--- src/rtl/bdc_clk_pulse_generator.sv ---
// Fractional-rate BDC clock strobe generator: a phase accumulator adds DIV per system
// clock and wraps modulo the measured SYNC length, emitting one registered tick per wrap.
module bdc_clk_pulse_generator #(
  parameter int DIV       = 128,
  parameter int LEN_WIDTH = 32,
  parameter int ACC_WIDTH = 33
) (
  input  logic                 clk,
  input  logic                 rst,
  input  logic [LEN_WIDTH-1:0] sync_length,
  input  logic                 set_sync_length,
  output logic                 bdc_clk_pulse
);

  localparam logic [ACC_WIDTH-1:0] C_DIV_ACC = ACC_WIDTH'(DIV);
  localparam logic [LEN_WIDTH-1:0] C_DIV_LEN = LEN_WIDTH'(DIV);

  logic [LEN_WIDTH-1:0] r_sync_len;
  logic [ACC_WIDTH-1:0] r_acc;
  logic                 r_pulse;

  logic [ACC_WIDTH-1:0] w_len_ext;
  logic [ACC_WIDTH-1:0] w_sum;
  logic [ACC_WIDTH-1:0] w_wrapped;
  logic                 w_idle;
  logic                 w_sat;
  logic                 w_hit;
  logic [ACC_WIDTH-1:0] w_acc_next;
  logic                 w_pulse_next;

  assign w_len_ext = ACC_WIDTH'(r_sync_len);
  assign w_sum     = r_acc + C_DIV_ACC;
  assign w_wrapped = w_sum - w_len_ext;
  assign w_idle    = (r_sync_len == '0);
  // Lengths up to DIV would need more than one tick per clock; clamp to every cycle.
  assign w_sat     = !w_idle && (r_sync_len <= C_DIV_LEN);
  assign w_hit     = (w_sum >= w_len_ext);

  always_comb begin
    w_acc_next   = '0;
    w_pulse_next = 1'b0;
    if (w_idle) begin
      w_acc_next   = '0;
      w_pulse_next = 1'b0;
    end else if (w_sat) begin
      w_acc_next   = '0;
      w_pulse_next = 1'b1;
    end else if (w_hit) begin
      w_acc_next   = w_wrapped;
      w_pulse_next = 1'b1;
    end else begin
      w_acc_next   = w_sum;
      w_pulse_next = 1'b0;
    end
  end

  // set_sync_length is a one-cycle strobe with no back-pressure; it restarts the phase.
  always_ff @(posedge clk) begin
    if (!rst) begin
      r_sync_len <= '0;
      r_acc      <= '0;
      r_pulse    <= 1'b0;
    end else if (set_sync_length) begin
      r_sync_len <= sync_length;
      r_acc      <= '0;
      r_pulse    <= 1'b0;
    end else begin
      r_acc      <= w_acc_next;
      r_pulse    <= w_pulse_next;
    end
  end

  assign bdc_clk_pulse = r_pulse;

endmodule

--- config.mk ---
export PLATFORM = sky130hd
export DESIGN_NAME = bdc_clk_pulse_generator
export DESIGN_NICKNAME = d
export VERILOG_FILES = /design/src/rtl/bdc_clk_pulse_generator.sv
export SDC_FILE = /design/constraint.sdc
export NUM_CORES = 1
export LEC_CHECK = 0
export CELL_PAD_IN_SITES_DETAIL_PLACEMENT = 1
export CELL_PAD_IN_SITES_GLOBAL_PLACEMENT = 1
export CORE_ASPECT_RATIO = 0.9
export CORE_MARGIN = 2
export CORE_UTILIZATION = 40
export DETAILED_ROUTE_END_ITERATION = 10
export PLACE_DENSITY = 0.76
export SLEW_MARGIN = 10
export SYNTH_ARGS = -nofsm -noshare
export SYNTH_HDL_FRONTEND = slang
export SYNTH_SLANG_ARGS = --single-unit
export TNS_END_PERCENT = 10
--- constraint.sdc ---
create_clock -name clk -period 4.1 [get_ports clk]
set_clock_uncertainty 0.2 [all_clocks]
set_input_delay 0.82 -clock clk [delete_from_list [all_inputs] [get_ports clk]]
set_output_delay 0.82 -clock clk [all_outputs]
set_load 0.005 [all_outputs]
### Word-level counts from Yosys, hierarchy flattened

Index checks and enable logic that the tools add are counted.

* flip-flop bits (word level): 66
* input port bits: 35
* output and inout port bits: 1
* logic and storage cells: 16

* add/subtract/negate cells: 2
* magnitude comparators: 2
* multiplexer cells: 3
* bitwise operators: 1
* reductions and logical operators: 5

Operators with widths (count)
* $add A33 B8 Y33 const B: 1
* $ge A33 B32 Y1: 1
* $mux W33: 1
* $sub A33 B32 Y33: 1
* $le A32 B8 Y1 const B: 1
* $logic_not A32 Y1: 1
* $reduce_or A4 Y1: 1
* $reduce_or A3 Y1: 1
* $mux W1: 2
* $logic_and A1 B1 Y1: 1
* $logic_not A1 Y1: 1
* $not A1 Y1: 1

### Longest topological paths before layout

Gate-level depths: netlist of the first run.

* word-level depth: 4
* depth in mapped cells: 17

### Worst setup path before layout of the first run

Ideal clock, no wire load.

* path kind: register to register
* start: register r_acc[9]
* end: register r_acc[3]
* data arrival time: 3426 ps
* path slack: 346 ps
* stages on the path, launching flop included: 16
* buffers on the path: 1
* period minus slack after synthesis: 3754 ps
* cell sequence: dfxtp_1 and3_1 and3_1 nand3_1 nor4_1 nand3_1 xnor2_1 ha_1 and3_1 nor2b_1 nand3_1 o31ai_1 a211o_1 buf_2 mux2i_1 nor2_1

* word-level cells in the longest chain between the ends: 3

RTL lines
* start: declaration: RTL line 19 `logic [ACC_WIDTH-1:0] r_acc;`
* start signal: assignment: RTL line 68 `r_acc <= w_acc_next;`
* $add A33 B8 Y33: RTL line 32 `assign w_sum = r_acc + C_DIV_ACC;`
* $ge A33 B32 Y1: RTL line 37 `assign w_hit = (w_sum >= w_len_ext);`
* $mux W33: RTL line 48 `end else if (w_hit) begin`

No other way between the ends.
A chain may end at the register's enable or synchronous reset.

### Final worst setup path of the first run

* start: register r_acc[15]
* end: register r_pulse, in the netlist bdc_clk_pulse

* word-level cells in the longest chain between the ends: 4

RTL lines
* $add A33 B8 Y33: RTL line 32
* $ge A33 B32 Y1: RTL line 37
* $mux W1: RTL line 48
* $mux W1: RTL line 45 `end else if (w_sat) begin`
* end signal: assignment: RTL line 69 `r_pulse <= w_pulse_next;`
* end: declaration: RTL line 20 `logic r_pulse;`

No other way between the ends.

==> qor.txt, run 1 <==
Prevailing post-synth register cell = dfxtp_1
Hold Crit Depth = 2
Vias per Instance = 5.59
Critical path capture point type = register
Post-placement cell area = 5400 µm²
Setup TNS = 0 ns
Final ANT Viol Nets = 0
Worst endpoint required time = 4.15 ns
Hold Slack = 0.298 ns
Largest net degree at the start of global routing = 34
Seq/Total Area, Yosys = 0.277
Fin nets = 722
RSZ-0062 raised after global routing = yes
Total GRT Usage = 0.235
Clock sink count = 66
M1 GR Usage = 0.305
Final setup fails = 0
Number of synthesized register bits = 66
Cell with the most instances after synthesis = nor2_1
Post-Syn Instances = 595
R2r endpoint = bdc_clk_pulse
Post-synth top cells = nor2_1 (72), dfxtp_1 (66), mux2i_1 (55), inv_1 (46), nand2_1 (46)
First-pass GRT wire length = 23500 µm
Initial DRC count = 297
DP Worst Slack = -0.242 ns
Slew margin rel. = 0.534
Hold WC Path Type = reg -> reg
Worst Hold Launch = r_acc[0]
PwrDens = 692 nW/µm²
Worst R2R Setup Slack = 0.09 ns
Diode count = 0
Max Cap Viol = 0
Area leader, netlist = dfxtp_1
First drt pass iteration count = 6
WL per Instance = 18.3 µm
Power consumption = 4.10 mW
I/O Buffers = 35
Residual DRC = 0
Number of flops mapped to enable cells by yosys = 0
Height of the chip = 108 µm
Worst-skew pair later-pin latency = 0.35 ns
Worst-case vdd ir drop = 0.346 mV
Buf/Inv on CP = 3
P&R area growth vs syn = 24.2%
Yosys top cell area share = 0.277
Crit-path slowest cell = dfxtp_1
Critical Path AT = 4.06 ns
Grt total ovfl = 0
Leak = 2.50 nW
Final hold vios = 0
Final Cell Area = 5920 µm²
CTS Root Cell = clkbuf_16
I/O pins = 36
Post-CTS Hold Buffers = 0
H-tree levels = 3
Met2 Usage GRT = 0.383
Final core occ = 0.513
WL final = 14900 µm
Synth top area cells = dfxtp_1 (28%), mux2i_1 (12%), ha_1 (8.7%)
Post-Layout Cell Count = 813
Critical path's largest stage delay = 0.41 ns
Met3 Use GR = 0.0445
Final worst slack = 0.0888 ns
Post-Place Cells = 792
DR vias = 4542
Mapped cell area = 4760 µm²
Hold endpoint = r_acc[0]
Clock transition at the registers of the reported paths = 0.06 ns
CTS Buf Count = 9
Die width = 119 µm
Layout cell share with drive strength beyond 1 = 0.132
CP delay by family, top = simple AND/OR/NAND/NOR gates
Core area = 11500 µm²
Synth warn = 0
Global routing's busiest layer = met2
CP Class = reg -> reg
Initial Util = 0.413
CP startpoint kind = register
Worst r2r path cells = 15
Initial antenna violation count = 0
Max Buffers Root-to-Sink = 2
Routability cong. = 0.896
Syn Nets = 664
Status = complete, no violations
Reg-to-reg startpoint = r_acc[15]
Syn Area/Cell = 8.01 µm²
Synth unique cells = 55
Final period util = 0.978
Hpwl dp = 11100 µm
Slew Limit Fails = 0
Max FO, Critical Path = 6
Crit path cell chain = nand3_1 > or3_4 > nor4_2 > buf_4 > nand3_1 > xnor2_2 > ha_1 > and3_1 > nor2b_2 > nand3_1 > o31ai_4 > buf_4 > a211oi_4 > buf_4 > a2111oi_4
Vias in the first global route = 4611
Final Critical Period = 4.01 ns
Ys async rst share = 0
Max Clk Rate = 249 MHz
Measured slew at the worst slew-check pin = 0.693 ns
TritonCTS clock tree = yes
Die area = 12800 µm²
Rows = 37
## what timing repair did
item                       4_1_cts  5_1_grt
setup buffers                    1        5
pin swaps                        2        8
setup endpoints to repair       33       34
gates resized for setup          9       31
## worst max path at each step
stage	cells after the start	to	slack [ns]	start
2_1_floorplan	15	r_acc[3]	0.35	r_acc[9]
3_3_place_gp	15	bdc_clk_pulse	-0.12	r_acc[10]
3_5_place_dp	15	bdc_clk_pulse	-0.24	r_acc[10]
4_1_cts	17	r_acc[27]	-0.001	r_acc[10]
5_1_grt	16	r_acc[23]	-0.07	r_acc[10]
6_report	15	bdc_clk_pulse	0.09	r_acc[15]
## state kept, by name (all words and copies together), names as in the netlist
register,count
bdc_clk_pulse,1
r_sync_len,32
r_acc,33
## placed cells by master (no fill, tap or decap), drive strengths merged, types with 2 or more instances in the layout
cell and count:
and3 10, clkbuf 12, a211o 2, xor2 17, nor4 12, inv 46
a311oi 2, o21bai 5, or3b 3, nor2b 5, nand3b 3, dfxtp 66
clkinv 2, nor2 73, a211oi 8, o31ai 2, nand2 46, a21oi 45
ha 33, o2111ai 2, o21ai 26, nand4 8, nand3 21, nor3 14
o21a 4, clkdlybuf4s50 34, xnor2 31, nand2b 2, a21o 10, and2 6
mux2i 55, buf 31, or3 7
## per-layer routing
layer	vias up	wire, µm
met1	2206	6700
met5	-	0
met3	21	711
met4	0	409
met2	114	7030
li1	2201	-
## area by class of cell
class,count,area [µm²]
clock buffers,12,246
clock inverters,3,40.0
fillers,1394,5610
inverters,46,173
multi-input cells,465,3360
flip-flops and latches,66,1320
well taps,156,195
repair buffers,65,578
## logic make-up after synthesis
| family | after synthesis | share of synthesized area |
|---|---|---|
| flops | 66 | 0.277 |
| buf+inv | 64 | 0.0536 |
| simple gates | 212 | 0.211 |
| compound gates | 116 | 0.162 |
| mux | 55 | 0.116 |
| fa+ha+maj | 34 | 0.0909 |
| xor+xnor | 48 | 0.0898 |
## power by group
part,switching (mW),leakage [nW],total [mW],internal (mW)
Clock,0.289,0.142,0.771,0.482
Combinational,1.40,1.82,2.50,1.10
Sequential,0.0863,0.540,0.828,0.741
## worst reg2reg max path: stages, from the launching register on
cell and delay, ns:
dfxtp_1 0.41, nand3_1 0.18, or3_4 0.42, nor4_2 0.31, buf_4 0.18, nand3_1 0.13, xnor2_2 0.18, ha_1 0.30
and3_1 0.27, nor2b_2 0.22, nand3_1 0.15, o31ai_4 0.22, buf_4 0.16, a211oi_4 0.05, buf_4 0.19, a2111oi_4 0.36
No activity file was read; power rests on OpenSTA's default activity.
==> run 2: changes to the inputs <==
--- a/config.mk
+++ b/config.mk
@@ -11,6 +11,7 @@
 export CORE_MARGIN = 2
 export CORE_UTILIZATION = 40
 export DETAILED_ROUTE_END_ITERATION = 10
+export MAX_ROUTING_LAYER = met4
 export PLACE_DENSITY = 0.76
 export SLEW_MARGIN = 10
 export SYNTH_ARGS = -nofsm -noshare
==> run 2 against run 1 <==
Net effect: global-route usage is 1.9 points higher; design area is 2.1% higher; maximum frequency is 0.55% lower; core utilization is 1.1 points higher; die area stayed put; clock power is 5.3% higher; via count is 0.18% lower; worst hold slack better by 0.018 ns; power is 3.7% higher; critical endpoint is now r_acc[0]; highest routed layer unchanged.
==> qor.txt, run 2 (synthesis gave the netlist of run 1 again) <==
Status = complete, no violations
Leak = 2.54 nW (+1.6%)
Buf/Inv on CP = 2 (-1)
Reg-to-reg startpoint = r_acc[9]
DR vias = 4534 (-0.18%)
Max Cap Viol = 0 (unchanged)
Power consumption = 4.25 mW (+3.7%)
CP Class = reg -> reg
Routability cong. = 0.932 (+4.1%)
Share of total power in the clock network = 0.191 (+0.003)
I/O Buffers = 35 (unchanged)
Measured slew at the worst slew-check pin = 0.683 ns (-0.0102 ns)
Fill cells = 1389 (-0.36%)
Worst endpoint required time = 4.17 ns (+0.02 ns)
Slew margin rel. = 0.541 (+0.00684)
Final setup fails = 0 (unchanged)
Hold Slack = 0.317 ns (+0.0181 ns)
WL per Instance = 19.1 µm (+4.4%)
First drt pass iteration count = 4 (-2)
Height of the chip = 108 µm (unchanged)
Fin nets = 727 (+0.69%)
First-pass GRT wire length = 24700 µm (+5.2%)
Worst Hold Launch = r_acc[0]
R2r endpoint = r_acc[0]
CP startpoint kind = register
Critical path capture point type = register
Max FO, Critical Path = 11 (+5)
Total GRT Usage = 0.255 (+0.0193)
H-tree levels = 3 (unchanged)
Worst r2r path cells = 17 (+2)
Final hold vios = 0 (unchanged)
CP delay by family, top = compound AO/OA/AOI/OAI gates
Largest net degree at the start of global routing = 34 (unchanged)
Critical Path AT = 4.10 ns (+0.04 ns)
Hold WC Path Type = reg -> reg
Power Internal = 2.40 mW (+3.5%)
Worst-case vdd ir drop = 0.296 mV (-15%)
Clock sink count = 66 (unchanged)
Sw Ratio = 0.435 (+0.00140)
Commonest non-fill, non-tap cell in the layout = nor2_1
Sequential share of power = 0.194 (-0.008)
CTS Root Cell = clkbuf_16
Crit-path slowest cell = a211o_4
Worst R2R Setup Slack = 0.07 ns (-0.02 ns)
Multi-input logic area = 3390 µm² (+0.67%)
Post-CTS Hold Buffers = 0 (unchanged)
Max Clk Rate = 248 MHz (-0.55%)
Vias in the first global route = 4852 (+5.2%)
Final period util = 0.984 (+0.00537)
Final Critical Period = 4.03 ns (+0.0220 ns)
Hpwl dp = 11400 µm (+2.5%)
P_sw = 1.85 mW (+4.1%)
TritonCTS clock tree = yes
Most used cell along the critical path = and3_4
FF+latch area = 1320 µm² (unchanged)
CTS Buf Count = 9 (unchanged)
WL final = 15600 µm (+5.2%)
Reg with most FFs = r_acc
Initial Util = 0.413 (unchanged)
Worst-skew pair later-pin latency = 0.35 ns (about the same)
I/O pins = 36 (unchanged)
Initial antenna violation count = 0 (unchanged)
Core area = 11500 µm² (unchanged)
Residual DRC = 0 (unchanged)
Die area = 12800 µm² (unchanged)
Die width = 119 µm (unchanged)
Diode count = 0 (unchanged)
P&R area growth vs syn = 26.8%
Max reg flops = 33 (unchanged)
Hold Crit Depth = 2 (unchanged)
Slew Limit Fails = 0 (unchanged)
Vias per Instance = 5.54 (-0.91%)
PwrDens = 704 nW/µm² (+1.6%)
Clock transition at the registers of the reported paths = 0.06 ns (about the same)
Critical path's largest stage delay = 0.42 ns (about the same)
Final ANT Viol Nets = 0 (unchanged)
Initial DRC count = 212 (-29%)
Layout cell share with drive strength beyond 1 = 0.142 (+0.00936)
Rows = 37 (unchanged)
Grt total ovfl = 0 (unchanged)
Commonest non-fill, non-tap cells in the layout = nor2_1 (71), dfxtp_1 (66), mux2i_1 (54)
Crit path cell chain = and3_4 > and3_4 > nand4_1 > buf_4 > nor2_1 > xor2_1 > ha_1 > a21oi_2 > o21ai_1 > a311oi_2 > o2bb2ai_2 > a21oi_4 > o2111ai_4 > a211o_4 > buf_12 > and2_1 > a211oi_2
Hold endpoint = r_acc[0]
Combinational power share = 0.615 (+0.005)
Max Buffers Root-to-Sink = 2 (unchanged)
==> run 2: cell count changes in the layout (fill, tap and decap cells not counted), sizes merged <==
| cell | delta |
|---|---|
| buf | +4 |
| clkinvlp | +2 |
==> run 2: per-layer routing <==
layer	routed length, µm	global-route usage
met1	6920	0.302
met2	7830	0.435
met3	559	0.0403
met4	321	0.101
met5	0	-
==> run 2: worst min-delay path, stage by stage (launching register included) <==
cell and delay [ns]:
dfxtp_1 0.30, inv_1 0.10, a211oi_2 0.07
==> run 2: how the worst max path moves through the flow <==
stage          slack [ns]       endpoint  cells after the start       from
6_report             0.07       r_acc[0]                     17   r_acc[9]
4_1_cts            -0.009       r_acc[0]                     17   r_acc[9]
5_1_grt             -0.07      r_acc[32]                     16  r_acc[11]
2_1_floorplan        0.35       r_acc[3]                     15   r_acc[9]
3_3_place_gp        -0.44  bdc_clk_pulse                     15  r_acc[11]
3_5_place_dp        -0.58  bdc_clk_pulse                     15   r_acc[9]
==> run 2: power groups by stage <==
stage	Clock, mW	Combinational (mW)	Sequential, mW
after floorplan	0	1.79	0.815
after global placement	0	2.34	0.822
after detailed placement	0	2.40	0.829
after CTS	0.825	2.45	0.819
after global routing	0.851	2.85	0.837
final	0.812	2.61	0.825
==> run 2: final cells by class <==
| cell class | instances | share of cell area |
|---|---|---|
| Multi-Input combinational cell | 465 | 0.560 |
| Sequential cell | 66 | 0.219 |
| Timing Repair Buffer | 70 | 0.108 |
| Clock buffer | 11 | 0.0418 |
| Tap cell | 156 | 0.0323 |
| Inverter | 46 | 0.0286 |
| Clock inverter | 5 | 0.0104 |
==> run 2: through the flow <==
step,instance area (µm²),setup WS (ns),instances,utilization,setup TNS (ns)
3_5_place_dp,5460,-0.584,796,0.473,-8.61
3_3_place_gp,5460,-0.436,796,0.473,-5.18
2_1_floorplan,4760,0.346,595,-,0
4_1_cts,5840,-0.00856,813,0.506,-0.00856
5_1_grt,6040,-0.0734,819,0.524,-0.497
6_report,6040,0.0668,819,0.524,0
==> run 2: repair_timing <==
item | in CTS | in global routing
resized for setup | 12 | 28
pin swaps | 2 | 4
setup buffers | 1 | 5
gates cloned | 0 | 1
setup endpoints to repair | 34 | 34
